[src/rtl/mc_pkg.sv]
// Shared encodings for the multicycle main controller.
// Latency: n/a (types and constants only).
// Backpressure: n/a.
package mc_pkg;

    // Controller states, 4-bit binary encoding
    typedef enum logic [3:0] {
        ST_FETCH   = 4'd0,
        ST_DECODE  = 4'd1,
        ST_MEMADR  = 4'd2,
        ST_MEMRD   = 4'd3,
        ST_MEMWB   = 4'd4,
        ST_MEMWR   = 4'd5,
        ST_RTYPEEX = 4'd6,
        ST_RTYPEWB = 4'd7,
        ST_BEQEX   = 4'd8,
        ST_ADDIEX  = 4'd9,
        ST_ADDIWB  = 4'd10,
        ST_JEX     = 4'd11
    } state_t;

    // How the ALU operation is chosen in a given state
    typedef enum logic [1:0] {
        ALU_MODE_ADD   = 2'd0,
        ALU_MODE_SUB   = 2'd1,
        ALU_MODE_FUNCT = 2'd2
    } alu_mode_t;

    // Opcodes (instruction bits [31:26])
    localparam logic [5:0] OP_LW    = 6'b100011;
    localparam logic [5:0] OP_SW    = 6'b101011;
    localparam logic [5:0] OP_RTYPE = 6'b000000;
    localparam logic [5:0] OP_BEQ   = 6'b000100;
    localparam logic [5:0] OP_ADDI  = 6'b001000;
    localparam logic [5:0] OP_J     = 6'b000010;

    // R-type function codes (instruction bits [5:0])
    localparam logic [5:0] FN_ADD = 6'b100000;
    localparam logic [5:0] FN_SUB = 6'b100010;
    localparam logic [5:0] FN_AND = 6'b100100;
    localparam logic [5:0] FN_OR  = 6'b100101;
    localparam logic [5:0] FN_SLT = 6'b101010;

    // ALU operation codes: bit 2 inverts B with carry-in, bits [1:0] pick the result
    localparam logic [3:0] ALU_ADD = 4'b0000;
    localparam logic [3:0] ALU_SUB = 4'b0100;
    localparam logic [3:0] ALU_AND = 4'b0001;
    localparam logic [3:0] ALU_OR  = 4'b0010;
    localparam logic [3:0] ALU_SLT = 4'b0111;

endpackage

[src/rtl/alu_decoder.sv]
// Maps the state-derived ALU mode and FUNCT to the 4-bit ALU operation.
// Latency: purely combinational.
// Backpressure: none; follows its inputs.
module alu_decoder
    import mc_pkg::*;
(
    input  alu_mode_t  alu_mode,
    input  logic [5:0] funct,
    output logic [3:0] alu_op,
    output logic       funct_vld
);

    logic [3:0] funct_op;

    // Translate the R-type function field; unsupported codes fall back to ADD
    always_comb begin
        funct_op  = ALU_ADD;
        funct_vld = 1'b1;
        case (funct)
            FN_ADD:  funct_op = ALU_ADD;
            FN_SUB:  funct_op = ALU_SUB;
            FN_AND:  funct_op = ALU_AND;
            FN_OR:   funct_op = ALU_OR;
            FN_SLT:  funct_op = ALU_SLT;
            default: begin
                funct_op  = ALU_ADD;
                funct_vld = 1'b0;
            end
        endcase
    end

    // Select the final operation from the mode requested by the controller
    always_comb begin
        alu_op = ALU_ADD;
        case (alu_mode)
            ALU_MODE_ADD:   alu_op = ALU_ADD;
            ALU_MODE_SUB:   alu_op = ALU_SUB;
            ALU_MODE_FUNCT: alu_op = funct_op;
            default:        alu_op = ALU_ADD;
        endcase
    end

endmodule

[src/rtl/mc_control.sv]
// Multicycle Moore controller sequencing fetch/decode/execute/memory/writeback.
// Latency: 3-5 cycles per instruction (lw 5, sw/R/addi 4, beq/j 3).
// Backpressure: none; advances one state per clock, reset abandons work.
module mc_control
    import mc_pkg::*;
(
    input  logic       CLK,
    input  logic       RST_N,
    input  logic [5:0] OPCODE,
    input  logic [5:0] FUNCT,
    input  logic       ZERO,
    output logic       PCEN,
    output logic       IORD,
    output logic       MEMWRITE,
    output logic       IRWRITE,
    output logic       REGDST,
    output logic       MEMTOREG,
    output logic       REGWRITE,
    output logic       ALUSRCA,
    output logic [1:0] ALUSRCB,
    output logic [1:0] PCSRC,
    output logic [3:0] ALU_OP,
    output logic       ILLEGAL
);

    state_t    state_q;
    state_t    state_d;
    alu_mode_t alu_mode;
    logic      funct_vld;
    logic      pcwrite;
    logic      branch;
    logic      opcode_vld;

    alu_decoder u_alu_decoder (
        .alu_mode  (alu_mode),
        .funct     (FUNCT),
        .alu_op    (ALU_OP),
        .funct_vld (funct_vld)
    );

    // State register; reset parks the machine in FETCH immediately
    always_ff @(posedge CLK or negedge RST_N) begin
        if (!RST_N) begin
            state_q <= ST_FETCH;
        end else begin
            state_q <= state_d;
        end
    end

    // Opcode is legal if it is one of the six supported instructions
    always_comb begin
        opcode_vld = 1'b0;
        case (OPCODE)
            OP_LW, OP_SW, OP_RTYPE, OP_BEQ, OP_ADDI, OP_J: opcode_vld = 1'b1;
            default:                                       opcode_vld = 1'b0;
        endcase
    end

    // Next-state logic; OPCODE/FUNCT are only looked at in DECODE and MEMADR
    always_comb begin
        state_d = ST_FETCH;
        case (state_q)
            ST_FETCH:  state_d = ST_DECODE;
            ST_DECODE: begin
                case (OPCODE)
                    OP_LW, OP_SW: state_d = ST_MEMADR;
                    OP_RTYPE:     state_d = funct_vld ? ST_RTYPEEX : ST_FETCH;
                    OP_BEQ:       state_d = ST_BEQEX;
                    OP_ADDI:      state_d = ST_ADDIEX;
                    OP_J:         state_d = ST_JEX;
                    default:      state_d = ST_FETCH;
                endcase
            end
            ST_MEMADR: begin
                if (OPCODE == OP_LW) begin
                    state_d = ST_MEMRD;
                end else if (OPCODE == OP_SW) begin
                    state_d = ST_MEMWR;
                end else begin
                    state_d = ST_FETCH;
                end
            end
            ST_MEMRD:   state_d = ST_MEMWB;
            ST_RTYPEEX: state_d = ST_RTYPEWB;
            ST_ADDIEX:  state_d = ST_ADDIWB;
            default:    state_d = ST_FETCH;
        endcase
    end

    // Moore output decode; enables are additionally held low while in reset
    always_comb begin
        pcwrite  = 1'b0;
        branch   = 1'b0;
        IORD     = 1'b0;
        MEMWRITE = 1'b0;
        IRWRITE  = 1'b0;
        REGDST   = 1'b0;
        MEMTOREG = 1'b0;
        REGWRITE = 1'b0;
        ALUSRCA  = 1'b0;
        ALUSRCB  = 2'b00;
        PCSRC    = 2'b00;
        alu_mode = ALU_MODE_ADD;
        ILLEGAL  = 1'b0;
        case (state_q)
            ST_FETCH: begin
                IRWRITE = 1'b1;
                pcwrite = 1'b1;
                ALUSRCB = 2'b01;
            end
            ST_DECODE: begin
                ALUSRCB = 2'b11;
                // Unsupported opcode, or R-type with unsupported funct
                ILLEGAL = !opcode_vld || ((OPCODE == OP_RTYPE) && !funct_vld);
            end
            ST_MEMADR: begin
                ALUSRCA = 1'b1;
                ALUSRCB = 2'b10;
            end
            ST_MEMRD: begin
                IORD = 1'b1;
            end
            ST_MEMWB: begin
                REGWRITE = 1'b1;
                MEMTOREG = 1'b1;
            end
            ST_MEMWR: begin
                IORD     = 1'b1;
                MEMWRITE = 1'b1;
            end
            ST_RTYPEEX: begin
                ALUSRCA  = 1'b1;
                alu_mode = ALU_MODE_FUNCT;
            end
            ST_RTYPEWB: begin
                REGWRITE = 1'b1;
                REGDST   = 1'b1;
            end
            ST_BEQEX: begin
                ALUSRCA  = 1'b1;
                alu_mode = ALU_MODE_SUB;
                branch   = 1'b1;
                PCSRC    = 2'b01;
            end
            ST_ADDIEX: begin
                ALUSRCA = 1'b1;
                ALUSRCB = 2'b10;
            end
            ST_ADDIWB: begin
                REGWRITE = 1'b1;
            end
            ST_JEX: begin
                pcwrite = 1'b1;
                PCSRC   = 2'b10;
            end
            default: begin
                pcwrite = 1'b0;
            end
        endcase
        if (!RST_N) begin
            pcwrite  = 1'b0;
            branch   = 1'b0;
            IRWRITE  = 1'b0;
            MEMWRITE = 1'b0;
            REGWRITE = 1'b0;
            ILLEGAL  = 1'b0;
        end
    end

    assign PCEN = pcwrite | (branch & ZERO);

endmodule
[config.mk]
export PLATFORM = sky130hd
export DESIGN_NAME = mc_control
export DESIGN_NICKNAME = d
export VERILOG_FILES = /design/src/rtl/mc_pkg.sv /design/src/rtl/alu_decoder.sv /design/src/rtl/mc_control.sv
export SDC_FILE = /design/constraint.sdc
export NUM_CORES = 1
export LEC_CHECK = 0
export CAP_MARGIN = 5
export CORE_ASPECT_RATIO = 1.25
export CORE_MARGIN = 3
export CORE_UTILIZATION = 35
export DETAILED_ROUTE_END_ITERATION = 8
export PLACE_DENSITY_LB_ADDON = 0.3
export SLEW_MARGIN = 20
export SYNTH_ARGS = -nofsm -noshare
export SYNTH_HDL_FRONTEND = slang
export SYNTH_SLANG_ARGS = --single-unit
[constraint.sdc]
create_clock -name CLK -period 1.9 [get_ports CLK]
set_input_delay 0.285 -clock CLK [delete_from_list [all_inputs] [get_ports CLK]]
set_output_delay 0.285 -clock CLK [all_outputs]
set_load 0.005 [all_outputs]
==> results.json <==
{
  "status": "finished, violations left",
  "violations": "negative setup slack",
  "synth_most_common_cell": "nor2_1",
  "yosysSeqAreaShare_pct": 14.7,
  "cts_root_buffer": "clkbuf_4",
  "numPortBuffers": 30,
  "antenna_found_initial": 0,
  "grt_pass1_wl_mm": 3.66,
  "die-height_um": 55.3,
  "crit_arrival_ps": 1860,
  "synthCells": 92,
  "globalplace.congestion": 0.853,
  "first_pass_iters": 4,
  "vias": 935,
  "wirelength_mm": 2.28,
  "post_drt_wl_per_cell_um": 13.6,
  "crit_path_max_fanout": 3,
  "antenna_left": 0,
  "fin_crit_sh_pct": 113,
  "avgSynthCellArea_um2": 7.40,
  "criticalPathCategory": "flip-flop to primary output",
  "initial_core_util_pct": 37.6,
  "syn_to_final_growth_pct": 95.4,
  "numCtsBuffers": 3,
  "synth_warnings": 0,
  "die_w_um": 45.4,
  "regMostFlops": "state_q",
  "clock.fmax_mhz": 467,
  "grt_setup_unrepaired": "true",
  "cts_buffer_depth": 2,
  "final_max_slew_viol_count": 0,
  "worstHoldPathType": "input port to async pin",
  "clk_pin_slew_ps": 40,
  "power_density_nw_per_um2": 571,
  "setup_viol": 3,
  "post-route-drc-count": 0,
  "h-tree-depth": 1,
  "final_util_pct": 73.6,
  "fin_skew_ps": 6.92,
  "drv_cap": 0,
  "vias_per_cell": 5.57,
  "hold_viol_final": 0,
  "largest_reg_flops": 4,
  "coreArea_um2": 1810,
  "end_kind": "primary output",
  "ios": 32,
  "netlist_area_um2": 681,
  "cts_hold_buf": 0,
  "layout_top_registers": "state_q: 4 flops",
  "clock_latency_ps": 240,
  "clock_sinks": 4,
  "dieArea_um2": 2510,
  "holdWs_ps": 495,
  "start_kind": "flip-flop",
  "yosysUniqueCellTypes": 44,
  "placementRows": 17,
  "grt_pass1_vias": 883,
  "netlist_top_cells_count": "8 x nor2_1, 7 x a21oi_1, 6 x nor3_1",
  "vdd_drop_max_v": 0.000391,
  "place_hpwl_mm": 1.57,
  "synthFlopType": "dfrtp_1",
  "yosys.area.top_type": "dfrtp_1",
  "layout_setup_ws_ps": -242,
  "place_ws_ps": -589,
  "diodes": 0,
  "leakagePower_nw": 0.701,
  "drt_iter0_drc": 15,
  "cp.required_ps": 1620,
  "synthDominantCellAreaShare_pct": 14.7,
  "gr-total-overflow": 0,
  "synth_area_leaders": "dfrtp_1 15%, a21oi_1 5.1%, nor3_1 4.4%, nor2_1 4.4%, xor2_1 3.9%",
  "layout-drive-gt1-share_pct": 47.0,
  "fin_crit_ps": 2140,
  "cts_tree": "yes",
  "syn-num-nets": 109,
  "grt_max_degree": 12,
  "synth-seq-cells": 4,
  "nNetsFinal": 168,
  "grt_util_all_layers_pct": 18.9,
  "synth-async-reset-ratio_pct": 100,
  "synth_edf_count": 0
}
## where the power goes
group | internal [mW] | switching, mW | total, mW
registers | 0.104 | 0.0195 | 0.123
logic | 0.277 | 0.253 | 0.530
clock network | 0.0707 | 0.0355 | 0.106
total | 0.451 | 0.308 | 0.759
## layout make-up
class                      count  area (µm²)
clock buffer                   3        22.5
fill                         137         478
inverter                       5        21.3
multi-input combinational     76         658
sequential                     4         100
tap                           19        23.8
timing repair buffer          61         504
## layout by cell type, fill, tap and decap left out, drive strengths merged, types with 2 or more instances in the layout
cell            n
dlygate4sd2     8
a21oi           7
ha              2
nand2           4
clkbuf          7
xor2            3
inv             5
o22ai           2
or3             5
nand3           2
nor2            8
nand2b          4
clkdlybuf4s50   4
dlymetal6s2s    6
nor2b           3
nand3b          2
and3            3
dfrtp           4
clkdlybuf4s15   3
buf            36
o21ai           5
nor3            7
## cell families (layout without fill, tap and decap cells)
family	after synthesis	in the layout	share of synthesized area, %
compound gates	25	25	25.6
other cells	1	1	0.551
xor+xnor	3	3	3.86
simple gates	42	42	37.9
mux	2	2	3.68
fa+ha+maj	3	3	5.15
flops	4	4	14.7
buf+inv	12	69	8.64
## critical path: stages, from the launching register on
cell	delay [ps]
dfrtp_1	380
nand2b_4	140
or3_4	350
inv_4	70
ha_4	110
nand3b_1	110
buf_4	170
nor3_4	160
buf_2	130
## what timing repair did
item	CTS	global route
gates resized for setup	51	30
pin swaps	8	8
endpoints found under the setup margin	13	13
buffers inserted	4	5
## path summary, 6_finish.rpt
path                       cells after the start          to  slack, ps        from
min reg2reg                                    2  state_q[2]        740  state_q[0]
max in group asynchronous                      2  state_q[2]       1300       RST_N
max                                            8   ALU_OP[0]       -240  state_q[3]
min                                            2  state_q[3]        500       RST_N
max reg2reg                                    5  state_q[1]        490  state_q[3]
min in group CLK                               2  state_q[2]        740  state_q[0]
## metrics by stage
stage	total power [mW]	TNS [ps]	std cells	area (µm²)
finish	0.759	-639	168	1330
global route	0.822	-926	168	1330
detailed placement	0.604	-1860	158	1150
floorplan	0.356	0	92	688
CTS	0.728	-571	165	1240
global placement	0.602	-1680	158	1150
## routing by layer
| layer | track usage, % | wire, µm | part of all wire (%) | up-vias |
|---|---|---|---|---|
| met1 | 19.8 | 854 | 37 | 436 |
| met3 | 4.23 | 128 | 5.6 | 3 |
| met5 | 0 | 0 | 0 | - |
| met2 | 33.1 | 1290 | 56 | 35 |
| met4 | 9.21 | 15 | 0.66 | 0 |
| li1 | - | - | - | 461 |
Note: power is estimated with default switching activity, not from simulation.
